$ cat src/rtl/img_pkg.sv
// Shared definitions for the processed-image UART streamer.
//   IMG_W_DEF / IMG_H_DEF / ADDR_W_DEF : default image geometry and RAM address width
//   NUM_PIXELS                         : pixels per image at the default geometry
//   ctrl_state_t                       : transfer controller states
//   ser_state_t                        : byte serializer states
package img_pkg;

  localparam int IMG_W_DEF  = 100;
  localparam int IMG_H_DEF  = 100;
  localparam int ADDR_W_DEF = 14;
  localparam int NUM_PIXELS = IMG_W_DEF * IMG_H_DEF;

  typedef enum logic [2:0] {
    IDLE,
    FETCH,
    CAPTURE,
    STREAM,
    TRAIL,
    DONE
  } ctrl_state_t;

  typedef enum logic [1:0] {
    S_IDLE,
    S_START,
    S_DATA,
    S_STOP
  } ser_state_t;

endpackage

$ cat src/rtl/uart_tx_byte.sv
// UART 8N1 byte serializer: start bit (0), eight data bits LSB first, stop bit (1),
// each bit held CLKS_PER_BIT clocks. A byte is accepted only while ready is high.
//   clk, rst : clock, asynchronous active-high reset
//   load     : accept din this cycle (honoured only when ready)
//   din      : byte to send
//   ready    : serializer idle, able to accept a byte
//   tx       : serial line, idles high
module uart_tx_byte
  import img_pkg::*;
#(
  parameter int CLKS_PER_BIT = 434
) (
  input  logic       clk,
  input  logic       rst,
  input  logic       load,
  input  logic [7:0] din,
  output logic       ready,
  output logic       tx
);

  localparam int CNT_W = (CLKS_PER_BIT > 2) ? $clog2(CLKS_PER_BIT) : 1;
  localparam logic [CNT_W-1:0] CNT_LAST      = CNT_W'(CLKS_PER_BIT - 1);
  // The stop bit is counted one clock short: the S_IDLE cycle that follows
  // supplies its final clock, so a byte loaded then starts with no idle gap.
  localparam logic [CNT_W-1:0] CNT_STOP_LAST = CNT_W'(CLKS_PER_BIT - 2);

  ser_state_t       state, state_nxt;
  logic [CNT_W-1:0] cnt, cnt_nxt;
  logic [2:0]       bit_idx, bit_nxt;
  logic [7:0]       shreg, sh_nxt;
  logic             tx_nxt;

  assign ready = (state == S_IDLE);

  always_ff @(posedge clk or posedge rst) begin
    if (rst) begin
      state   <= S_IDLE;
      cnt     <= '0;
      bit_idx <= '0;
      tx      <= 1'b1;
    end else begin
      state   <= state_nxt;
      cnt     <= cnt_nxt;
      bit_idx <= bit_nxt;
      tx      <= tx_nxt;
    end
  end

  always_ff @(posedge clk) begin
    shreg <= sh_nxt;
  end

  always_comb begin
    state_nxt = state;
    cnt_nxt   = cnt;
    bit_nxt   = bit_idx;
    sh_nxt    = shreg;
    tx_nxt    = tx;
    case (state)
      S_IDLE: begin
        if (load) begin
          sh_nxt    = din;
          tx_nxt    = 1'b0;
          cnt_nxt   = '0;
          state_nxt = S_START;
        end
      end
      S_START: begin
        if (cnt == CNT_LAST) begin
          cnt_nxt   = '0;
          bit_nxt   = '0;
          tx_nxt    = shreg[0];
          state_nxt = S_DATA;
        end else begin
          cnt_nxt = cnt + CNT_W'(1);
        end
      end
      S_DATA: begin
        if (cnt == CNT_LAST) begin
          cnt_nxt = '0;
          if (bit_idx == 3'd7) begin
            tx_nxt    = 1'b1;
            state_nxt = S_STOP;
          end else begin
            bit_nxt = bit_idx + 3'd1;
            sh_nxt  = {1'b0, shreg[7:1]};
            tx_nxt  = shreg[1];
          end
        end else begin
          cnt_nxt = cnt + CNT_W'(1);
        end
      end
      S_STOP: begin
        if (cnt == CNT_STOP_LAST) begin
          cnt_nxt   = '0;
          state_nxt = S_IDLE;
        end else begin
          cnt_nxt = cnt + CNT_W'(1);
        end
      end
      default: state_nxt = S_IDLE;
    endcase
  end

endmodule

$ cat src/rtl/image_uart_streamer.sv
// Streams the IMG_W x IMG_H processed-image RAM out as back-to-back UART 8N1 bytes,
// raster order, one transfer per rising edge of start.
// Optional build macro IMG_TX_CHECKSUM_EN: appends one byte holding the 8-bit
// modulo-256 sum of all transmitted pixels.
//   clk, rst : clock, asynchronous active-high reset
//   start    : level from the filter; a 0->1 transition starts one image
//   rd_addr  : processed-RAM read address (synchronous read, 1-cycle latency)
//   rd_data  : processed-RAM read data
//   tx       : UART line, idles high
//   busy     : transfer in progress (start edge through tx_done)
//   tx_done  : one-cycle pulse after the last stop bit
module image_uart_streamer
  import img_pkg::*;
#(
  parameter int IMG_W        = IMG_W_DEF,
  parameter int IMG_H        = IMG_H_DEF,
  parameter int ADDR_W       = ADDR_W_DEF,
  parameter int CLKS_PER_BIT = 434
) (
  input  logic              clk,
  input  logic              rst,
  input  logic              start,
  output logic [ADDR_W-1:0] rd_addr,
  input  logic [7:0]        rd_data,
  output logic              tx,
  output logic              busy,
  output logic              tx_done
);

  localparam int NPIX = IMG_W * IMG_H;
  localparam logic [ADDR_W-1:0] LAST_ADDR = ADDR_W'(NPIX - 1);

  ctrl_state_t       state, state_nxt;
  logic              start_q;
  logic              start_armed;
  logic              start_go;
  logic              pix_load;
  logic              capture;
  logic              pf_valid;
  logic              cap_pend;
  logic              last_loaded;
  logic [ADDR_W-1:0] pix_cnt;
  logic [7:0]        pf_data_p1;
  logic              ser_load;
  logic [7:0]        ser_din;
  logic              ser_ready;
`ifdef IMG_TX_CHECKSUM_EN
  logic              sum_load;
  logic [7:0]        sum_p1;
`endif

  // Prefetch register is written by the first read (CAPTURE) and by the read
  // issued alongside every byte load (cap_pend).
  assign capture = (state == CAPTURE) || cap_pend;

  always_ff @(posedge clk or posedge rst) begin
    if (rst) state <= IDLE;
    else     state <= state_nxt;
  end

  always_comb begin
    state_nxt = state;
    start_go  = 1'b0;
    pix_load  = 1'b0;
    ser_load  = 1'b0;
    ser_din   = pf_data_p1;
    busy      = (state != IDLE);
    tx_done   = 1'b0;
`ifdef IMG_TX_CHECKSUM_EN
    sum_load  = 1'b0;
`endif
    case (state)
      IDLE: begin
        // start_armed blocks a start that was already high out of reset.
        if (start && !start_q && start_armed) begin
          start_go  = 1'b1;
          state_nxt = FETCH;
        end
      end
      FETCH:   state_nxt = CAPTURE;
      CAPTURE: state_nxt = STREAM;
      STREAM: begin
        if (ser_ready && pf_valid) begin
          pix_load = 1'b1;
          ser_load = 1'b1;
        end else if (ser_ready && last_loaded) begin
`ifdef IMG_TX_CHECKSUM_EN
          // Checksum goes out in the final stop-bit clock so it follows with no gap.
          sum_load  = 1'b1;
          ser_load  = 1'b1;
          ser_din   = sum_p1;
          state_nxt = TRAIL;
`else
          state_nxt = DONE;
`endif
        end
      end
      TRAIL: begin
        if (ser_ready) state_nxt = DONE;
      end
      DONE: begin
        tx_done   = 1'b1;
        state_nxt = IDLE;
      end
      default: state_nxt = IDLE;
    endcase
  end

  always_ff @(posedge clk or posedge rst) begin
    if (rst) begin
      start_q     <= 1'b0;
      start_armed <= 1'b0;
      rd_addr     <= '0;
      pix_cnt     <= '0;
      pf_valid    <= 1'b0;
      cap_pend    <= 1'b0;
      last_loaded <= 1'b0;
    end else begin
      start_q <= start;
      if (!start) start_armed <= 1'b1;
      if (start_go) begin
        rd_addr     <= '0;
        pix_cnt     <= '0;
        pf_valid    <= 1'b0;
        cap_pend    <= 1'b0;
        last_loaded <= 1'b0;
      end else if (pix_load) begin
        // rd_addr already points at the next pixel; advancing it here lets the
        // RAM return that pixel for capture on the following cycle.
        pf_valid <= 1'b0;
        pix_cnt  <= pix_cnt + ADDR_W'(1);
        if (pix_cnt == LAST_ADDR) last_loaded <= 1'b1;
        else                      cap_pend    <= 1'b1;
        if (rd_addr != LAST_ADDR) rd_addr <= rd_addr + ADDR_W'(1);
      end else if (capture) begin
        pf_valid <= 1'b1;
        cap_pend <= 1'b0;
        if (state == CAPTURE && rd_addr != LAST_ADDR) rd_addr <= rd_addr + ADDR_W'(1);
      end
    end
  end

  // Prefetch stage: RAM data -> byte held for the serializer
  always_ff @(posedge clk) begin
    if (capture) pf_data_p1 <= rd_data;
  end

`ifdef IMG_TX_CHECKSUM_EN
  // Checksum stage: running sum of bytes handed to the serializer
  always_ff @(posedge clk) begin
    if (start_go)      sum_p1 <= '0;
    else if (pix_load) sum_p1 <= sum_p1 + pf_data_p1;
  end
`endif

  uart_tx_byte #(
    .CLKS_PER_BIT(CLKS_PER_BIT)
  ) u_ser (
    .clk  (clk),
    .rst  (rst),
    .load (ser_load),
    .din  (ser_din),
    .ready(ser_ready),
    .tx   (tx)
  );

endmodule

$ cat config.mk
export PLATFORM = sky130hd
export DESIGN_NAME = image_uart_streamer
export DESIGN_NICKNAME = d
export VERILOG_FILES = /design/src/rtl/img_pkg.sv /design/src/rtl/uart_tx_byte.sv /design/src/rtl/image_uart_streamer.sv
export SDC_FILE = /design/constraint.sdc
export NUM_CORES = 1
export LEC_CHECK = 0
export CAP_MARGIN = 5
export CORE_MARGIN = 2
export CORE_UTILIZATION = 52
export CTS_CLUSTER_SIZE = 16
export DETAILED_ROUTE_END_ITERATION = 10
export GPL_TIMING_DRIVEN = 0
export PLACE_DENSITY = 0.86
export SYNTH_ARGS = -nofsm -noshare
export SYNTH_HDL_FRONTEND = slang
export SYNTH_HIERARCHICAL = 1
export SYNTH_SLANG_ARGS = --single-unit
$ cat constraint.sdc
create_clock -name clk -period 2.2 [get_ports clk]
set_clock_uncertainty 0.15 [all_clocks]
set_input_delay 0.33 -clock clk [delete_from_list [all_inputs] [get_ports clk]]
set_output_delay 0.33 -clock clk [all_outputs]
set_load 0.005 [all_outputs]
* After elaboration in Yosys (flattened, before gate mapping) *
Index checks and enable logic that the tools add are counted.

storage, ports and cells
  flip-flop bits (word level) = 67
  input port bits = 11
  output and inout bits = 17
  word-level logic and storage cells = 119

operators by class
  add/sub/neg operators = 4
  equality and inequality tests = 25
  multiplexer cells = 50
  reductions and logical operators = 26

operators with widths
  operator                                        count
  2-to-1 mux 14 bit                               7
  adder 14 x 1 -> 14 bit (second input constant)  2
  2-to-1 mux 9 bit                                3
  one-hot mux 9 bit (3 select lines)              1
  2-to-1 mux 8 bit                                3
  2-to-1 mux 3 bit                                7
  2-to-1 mux 1 bit                                19
  == test 9 bit (second input constant)           2
  one-hot mux 8 bit (2 select lines)              1
  AND reduction 4 bit                             4
  one-hot mux 3 bit (5 select lines)              1
  == test 14 bit (second input constant)          1
  != test 14 bit (second input constant)          1
  != test 2 bit (second input constant)           6
  nonzero test 3 bit                              4
  2-to-1 mux 2 bit                                5
  adder 9 x 1 -> 9 bit (second input constant)    1
  == test 3 bit (second input constant)           3
  != test 2 x 1 -> 1 bit (second input constant)  4
  one-hot mux 2 bit (4 select lines)              1
  nonzero test 2 bit                              4
  == test 3 x 2 -> 1 bit (second input constant)  2
  one-hot mux 3 bit (2 select lines)              1
  logical AND 1 bit                               5
  other kinds (15)                                17

* Logic depth before layout (Yosys ltp) *
Gate-level depths: netlist of the first run.

  word-level depth = 7
  gate-level depth with buffers = 9
  depth with buffers taken out = 8

* Hierarchy *
Netlist of the first run, hierarchy kept.

modules (own cells, without submodules)
  module               times used  cells an instance  area an instance (µm²)  sequential area each (µm²)
  image_uart_streamer  1           196                2,088.3                 1,141.1
  uart_tx_byte         1           124                1,397.6                 616.8

* Worst setup path after synthesis of the first run *
Ideal clock, no wire load.

  path kind = flip-flop to flip-flop
  start point = register u_ser.state[0]
  end point = register u_ser.shreg[0], enable pin
  library setup time = 0.370 ns
  data arrival time = 1.872 ns
  data required time = 1.680 ns
  path slack = -0.192 ns
  stages on the path, launching flop included = 9
  buffers on the path = 1
  period minus slack after synthesis = 2.392 ns
  path through = dfrtp_1 inv_1 ha_1 and4b_1 buf_4 nand2_1 inv_1 nor2b_1 nor2_1

between the ends
  word-level cells in the longest chain between the ends = 6
  elaborated cells between the ends (all ways) = 10
  those cells by class = eq/ne: 4; mux: 2; reduce/logical: 4

ends and longest elaborated chain
  what                            line                       RTL
  start: declaration              uart_tx_byte.sv:27         ser_state_t state, state_nxt;
  start signal: assignment        uart_tx_byte.sv:42         state <= state_nxt;
  zero test 2 bit                 uart_tx_byte.sv:33         assign ready = (state == S_IDLE);
  net ser_ready                   image_uart_streamer.sv:46  logic ser_ready;
  logical AND 1 bit               image_uart_streamer.sv:83  if (ser_ready && pf_valid) begin
  2-to-1 mux 1 bit (2 in series)  -
  net pix_load                    image_uart_streamer.sv:37  logic pix_load;
  != test 2 bit (no line)         -
  AND reduction 4 bit (no line)   -
  end signal: assignment          uart_tx_byte.sv:50         shreg <= sh_nxt;
  end: declaration                uart_tx_byte.sv:30         logic [7:0] shreg, sh_nxt;

The timed path passes the listed nets, and every way through them passes these cells.
A chain may end at the register's enable or synchronous reset.

* Worst setup path after layout of the first run *
  start point = register u_ser.state[1]
  end point = register u_ser.state[1]

between the ends
  word-level cells in the longest chain between the ends = 6
  elaborated cells between the ends (all ways) = 14
  those cells by class = eq/ne: 8; mux: 3; reduce/logical: 3

ends and longest elaborated chain
  what                            line
  zero test 2 bit                 uart_tx_byte.sv:33
  net ser_ready                   image_uart_streamer.sv:46
  logical AND 1 bit               image_uart_streamer.sv:83
  2-to-1 mux 1 bit (2 in series)  -
  net pix_load                    image_uart_streamer.sv:37
  != test 2 bit (no line)         -
  AND reduction 5 bit (no line)   -

The timed path passes the listed nets, and every way through them passes these cells.

==> results of run 1 <==
routing by layer:
metal,vias up,routed length [µm]
met5,-,0
met4,0,144
met3,13,289
met2,64,4140
met1,1369,3260
li1,1282,-
cell type report:
cell class / count / share of cell area
clock buffers: 9 / 0.0290
clock inverters: 7 / 0.0252
multi-input cells: 223 / 0.395
repair buffers: 38 / 0.0843
well taps: 77 / 0.0225
plain buffers: 13 / 0.0173
flip-flops and latches: 67 / 0.412
inverters: 17 / 0.0155
kinds of logic after synthesis:
group           count (synthesis)  synth area share
xor+xnor                       13            0.0327
buf+inv                        30            0.0373
mux                            14            0.0449
fa+ha+maj                      13            0.0467
compound gates                 65             0.134
flops                          67             0.504
simple gates                  118             0.200
per-stage QoR:
step	utilization	TNS, ns	std cells	total power, mW	instance area [µm²]
4_1_cts	0.647	0	444	2.52	4160
3_5_place_dp	0.603	-5.15	425	1.34	3870
6_report	0.666	0	451	2.50	4280
5_1_grt	0.666	-0.122	451	2.58	4280
3_3_place_gp	0.601	-2.87	424	1.33	3860
2_1_floorplan	-	0	320	1.31	3490
cell usage in the layout, fill, tap and decap left out, drive strengths merged, types with 7 or more instances in the layout:
cell            n
o21ai          12
buf            17
clkbuf         16
nand4          11
nor3            7
xor2            8
ha             13
nand3          11
a21oi          12
dfrtp          50
inv            21
o31ai          10
nor2           15
edfxtp         16
clkdlybuf4s50  27
nand2          25
mux2           10
registers in the layout, indices dropped and copies added, names as in the netlist, 2 cells and up:
register,cells
state,3
pix_cnt,14
u_ser/state,2
u_ser/bit_idx,3
u_ser/cnt,9
pf_data_p1,8
u_ser/shreg,8
rd_addr,14
worst max-delay path, cell delays in order (launching register included):
cell       delay, ns
dfrtp_1         0.41
inv_2           0.11
ha_4            0.18
and4b_1         0.24
buf_6           0.15
nand2_4         0.07
inv_4           0.08
nor2b_4         0.06
a2111oi_4       0.25
mux2_4          0.33
report_power, final:
group	switching [mW]	internal [mW]
clock network	0.531	0.661
logic	0.0229	0.0188
registers	0.000212	1.27
total	0.554	1.95
timing repair:
item / in CTS / in global routing
hold endpoints to repair: 0 / 0
pin swaps: 0 / 3
gates resized for setup: 9 / 17
setup buffers: 3 / 7
endpoints found under the setup margin: 24 / 15
worst max path at each step:
| stage | start | end | slack (ns) | depth (start not counted) |
|---|---|---|---|---|
| after detailed placement | u_ser/state[1] | u_ser/shreg[3] | -0.32 | 6 |
| final | u_ser/state[1] | u_ser/state[1] | 0.06 | 9 |
| after floorplan | u_ser/state[1] | u_ser/state[1] | 0.02 | 9 |
| after CTS | u_ser/state[0] | u_ser/state[1] | 0.003 | 6 |
| after global routing | u_ser/state[0] | u_ser/shreg[6] | -0.02 | 6 |
| after global placement | u_ser/state[1] | u_ser/shreg[4] | -0.21 | 6 |
==> flow_metrics.tcl, run 1 <==
set metrics [dict create \
    ys_ff_latch 67 \
    area_growth_pct 22.7 \
    ir_worst_vdd_mv 0.730 \
    status "complete, no violations" \
    wl_mm 7.83 \
    power.density_mw_per_mm2 585 \
    cts_tree "yes" \
    synth_area_mm2 0.00349 \
    cts_buffer_depth 2 \
    slew_violations 0 \
    std_cell_rows 29 \
    rr_worst_depth 9 \
    cts_hold_buf 0 \
    synth_top_area_cell "dfrtp_1" \
    hold_path_class "in -> async" \
    cp-start-kind "flop" \
    yosys_warnings 6 \
    grt_pass1_wl_mm 13.1 \
    vias 2728 \
    final_nets 393 \
    relSlewSlack 0.410 \
    syn_avg_cell_area_um2 10.9 \
    min_period_ns 2.14 \
    cp-end-kind "flop" \
    grt_max_degree 23 \
    cp.arrival_ns 2.22 \
    drive_gt1_frac 0.195 \
    synth-seq-area-share 0.504 \
    cts_made_buffers 9 \
    drt-initial-drc-count 116 \
    setup.worst_path.class "reg -> reg" \
    grt.total_usage 0.227 \
    use_met2 0.391 \
    viasPerCell 6.05 \
    coreArea_mm2 0.00642 \
    drtAntennaViolNets 0 \
    synthArstFlopShare 0.761 \
    clock_latency_ns 0.35 \
    die_h_um 85.9 \
    holdWs_ns 0.228 \
    hold_viol_final 0 \
    r2r_start "u_ser/state[1]" \
    fin_ws_ns 0.0608 \
    firstDrtPassIters 4 \
    post-place-ws_ns -0.318 \
    nFillCells 474 \
    fmax_ghz 0.467 \
    fp.dieW_um 85.9 \
    tightestPinTransition_ns 0.880 \
    r2r_setup_slack_ns 0.06 \
    required_ns 2.28 \
    dp.final_hpwl_mm 5.23 \
    cts.clk_slew.worst_paths_ns 0.08 \
    clockRootBuffer "clkbuf_8" \
    cap_viol_max_count 0 \
    numPortBuffers 27 \
    globalRoute.totalOverflow 0 \
    n_antenna_cell 0 \
    synth-edff-count 16 \
    p_leak_nw 1.69 \
    path_max_fanout 7 \
    gp_congestion 0.835 \
    synth_cell_type_count 58 \
    gr-usage-met1 0.270 \
    syn_nets 344 \
    multi_input_area_mm2 0.00169 \
    synth_ff_type "dfrtp_1" \
    drc_errors 0 \
    fin_crit_sh 0.972 \
    htree_levels 3 \
    cts.sinks 67 \
    synth_common_cells "dfrtp_1, nand2_1, inv_1" \
    seq_area_mm2 0.00176 \
    grt_pass1_vias 2814 \
    synth_top_area_share 0.359 \
    grt_use_met3 0.0712 \
    r2r_end "u_ser/state[1]" \
    fp.dieArea_mm2 0.00737 \
    antenna_found_initial 0 \
    netlist_instances 320 \
    ios 28 \
    start_util 0.543 \
    grt_busiest_layer "met2" \
    ys_top_cells_by_area "dfrtp_1, edfxtp_1, ha_1" \
    yosysMostFrequentCell "dfrtp_1" \
    post_drt_wl_per_cell_um 17.4 \
    setup_viol 0 \
]
(Power assumes the default switching activity.)
==> run 2, diff against run 1 <==
--- a/config.mk
+++ b/config.mk
@@ -12,6 +12,7 @@
 export DETAILED_ROUTE_END_ITERATION = 10
 export GPL_TIMING_DRIVEN = 0
 export PLACE_DENSITY = 0.86
+export SKIP_CTS_REPAIR_TIMING = 1
 export SYNTH_ARGS = -nofsm -noshare
 export SYNTH_HDL_FRONTEND = slang
 export SYNTH_HIERARCHICAL = 1
==> run 2 against run 1 <==
Compared with the run above: via count up 1.7%; first-iteration DRC count up 22%; setup slack worse by 0.026 ns; worst hold slack worse by 0.0024 ns; critical path type unchanged; largest cell class unchanged.
==> flow_metrics.tcl, run 2 (same netlist as run 1, synthesis figures left out) <==
set metrics [dict create \
    fp.dieW_um 85.9 \
    tightestPinTransition_ns 0.876 \
    multi_input_area_mm2 0.00169 \
    fp.dieArea_mm2 0.00737 \
    r2r_setup_slack_ns 0.03 \
    setup.worst_path.class "reg -> reg" \
    rsz0062_at_grt "yes" \
    grt_use_met3 0.0703 \
    area_growth_pct 23.3 \
    antenna_found_initial 0 \
    grt_busiest_layer "met2" \
    vias 2774 \
    cts_tree "yes" \
    setup_viol 0 \
    use_met2 0.378 \
    die_h_um 85.9 \
    drtAntennaViolNets 0 \
    post_drt_wl_per_cell_um 17.8 \
    crit_path_cell_trace "inv_4 -> ha_4 -> and4b_1 -> buf_6 -> nand2_4 -> inv_4 -> nor2b_4 -> a2111oi_4 -> mux2_4" \
    ios 28 \
    gp_congestion 0.835 \
    coreArea_mm2 0.00642 \
    largestRegisters "pix_cnt (14), rd_addr (14), u_ser/cnt (9)" \
    std_cell_rows 29 \
    slew_violations 0 \
    cts_made_buffers 9 \
    seq_area_mm2 0.00176 \
    fin_crit_sh 0.984 \
    clockRootBuffer "clkbuf_8" \
    clock_latency_ns 0.35 \
    required_ns 2.28 \
    hold_path_class "in -> async" \
    firstDrtPassIters 4 \
    viasPerCell 6.12 \
    cp.arrival_ns 2.25 \
    dp.final_hpwl_mm 5.23 \
    grt_pass1_wl_mm 12.8 \
    globalRoute.totalOverflow 0 \
    grt_max_degree 23 \
    min_period_ns 2.17 \
    drt-initial-drc-count 142 \
    holdWs_ns 0.226 \
    grt.total_usage 0.221 \
    power_mw 2.50 \
    final_nets 395 \
    fin_util 0.669 \
    p_leak_nw 1.70 \
    numPortBuffers 27 \
    gr-usage-met1 0.264 \
    cp-end-kind "flop" \
    hold_viol_final 0 \
    cts.sinks 67 \
    cp-start-kind "flop" \
    status "complete, no violations" \
    crit_slowest_cell "dfrtp_2" \
    nFillCells 469 \
    path_max_fanout 7 \
    final_common_cell "dfrtp_1" \
    tns_ns 0 \
    layout_common_cells "dfrtp_1, clkdlybuf4s50_1, nand2_1" \
    start_util 0.543 \
    cap_viol_max_count 0 \
    cts.clk_slew.worst_paths_ns 0.08 \
    relSlewSlack 0.415 \
    ir_worst_vdd_mv 0.740 \
    slowest_delay_ns 0.45 \
    n_antenna_cell 0 \
    drive_gt1_frac 0.205 \
    fmax_ghz 0.462 \
    path_common_cell "inv_4" \
    wl_mm 8.06 \
    cts_buffer_depth 2 \
    drc_errors 0 \
    htree_levels 3 \
    power.density_mw_per_mm2 583 \
    grt_pass1_vias 2799 \
]
[run 2: cell type report]
class,instances,share of cell area
plain buffers,13,0.0172
clock buffers,9,0.0288
clock inverters,7,0.0250
inverters,17,0.0166
multi-input cells,223,0.393
flip-flops and latches,67,0.410
well taps,77,0.0224
repair buffers,40,0.0873
[run 2: final timing paths]
check | startpoint | endpoint | cells past startpoint
worst max-delay path | u_ser/state[1] | u_ser/state[1] | 9
worst min-delay path | rst | u_ser/cnt[5] | 2
worst max register to register | u_ser/state[1] | u_ser/state[1] | 9
worst min register to register | last_loaded | last_loaded | 1
max in group asynchronous | rst | pix_cnt[2] | 3
min in group clk | last_loaded | last_loaded | 1
[run 2: worst max-delay path: cells and delay by family, from the launching register on]
kind                       cells  cell delay, ns
adders and majority gates      1            0.17
AOI/OAI and AO/OA              1            0.26
buffers and inverters          3            0.32
muxes                          1            0.33
and+or+nand+nor                3            0.37
DFF                            1            0.45
[run 2: where the power goes]
group,switching [mW],internal [mW],leakage (nW)
sequential,0.000225,1.27,0.727
clock,0.531,0.661,0.114
combinational,0.0233,0.0189,0.857
total,0.555,1.95,1.70
[run 2: layer usage]
metal	vias to the layer above	wire length, µm
li1	1290	-
met1	1402	3290
met2	70	4260
met3	12	382
met4	0	129
met5	-	0
[run 2: per-stage QoR]
stage	cells	instance area (µm²)	setup slack, ns
final	453	4300	0.0347
after global routing	453	4300	-0.0217
after CTS	441	4110	-0.335
after detailed placement	425	3870	-0.318
after global placement	424	3860	-0.207
after floorplan	320	3490	0.0250
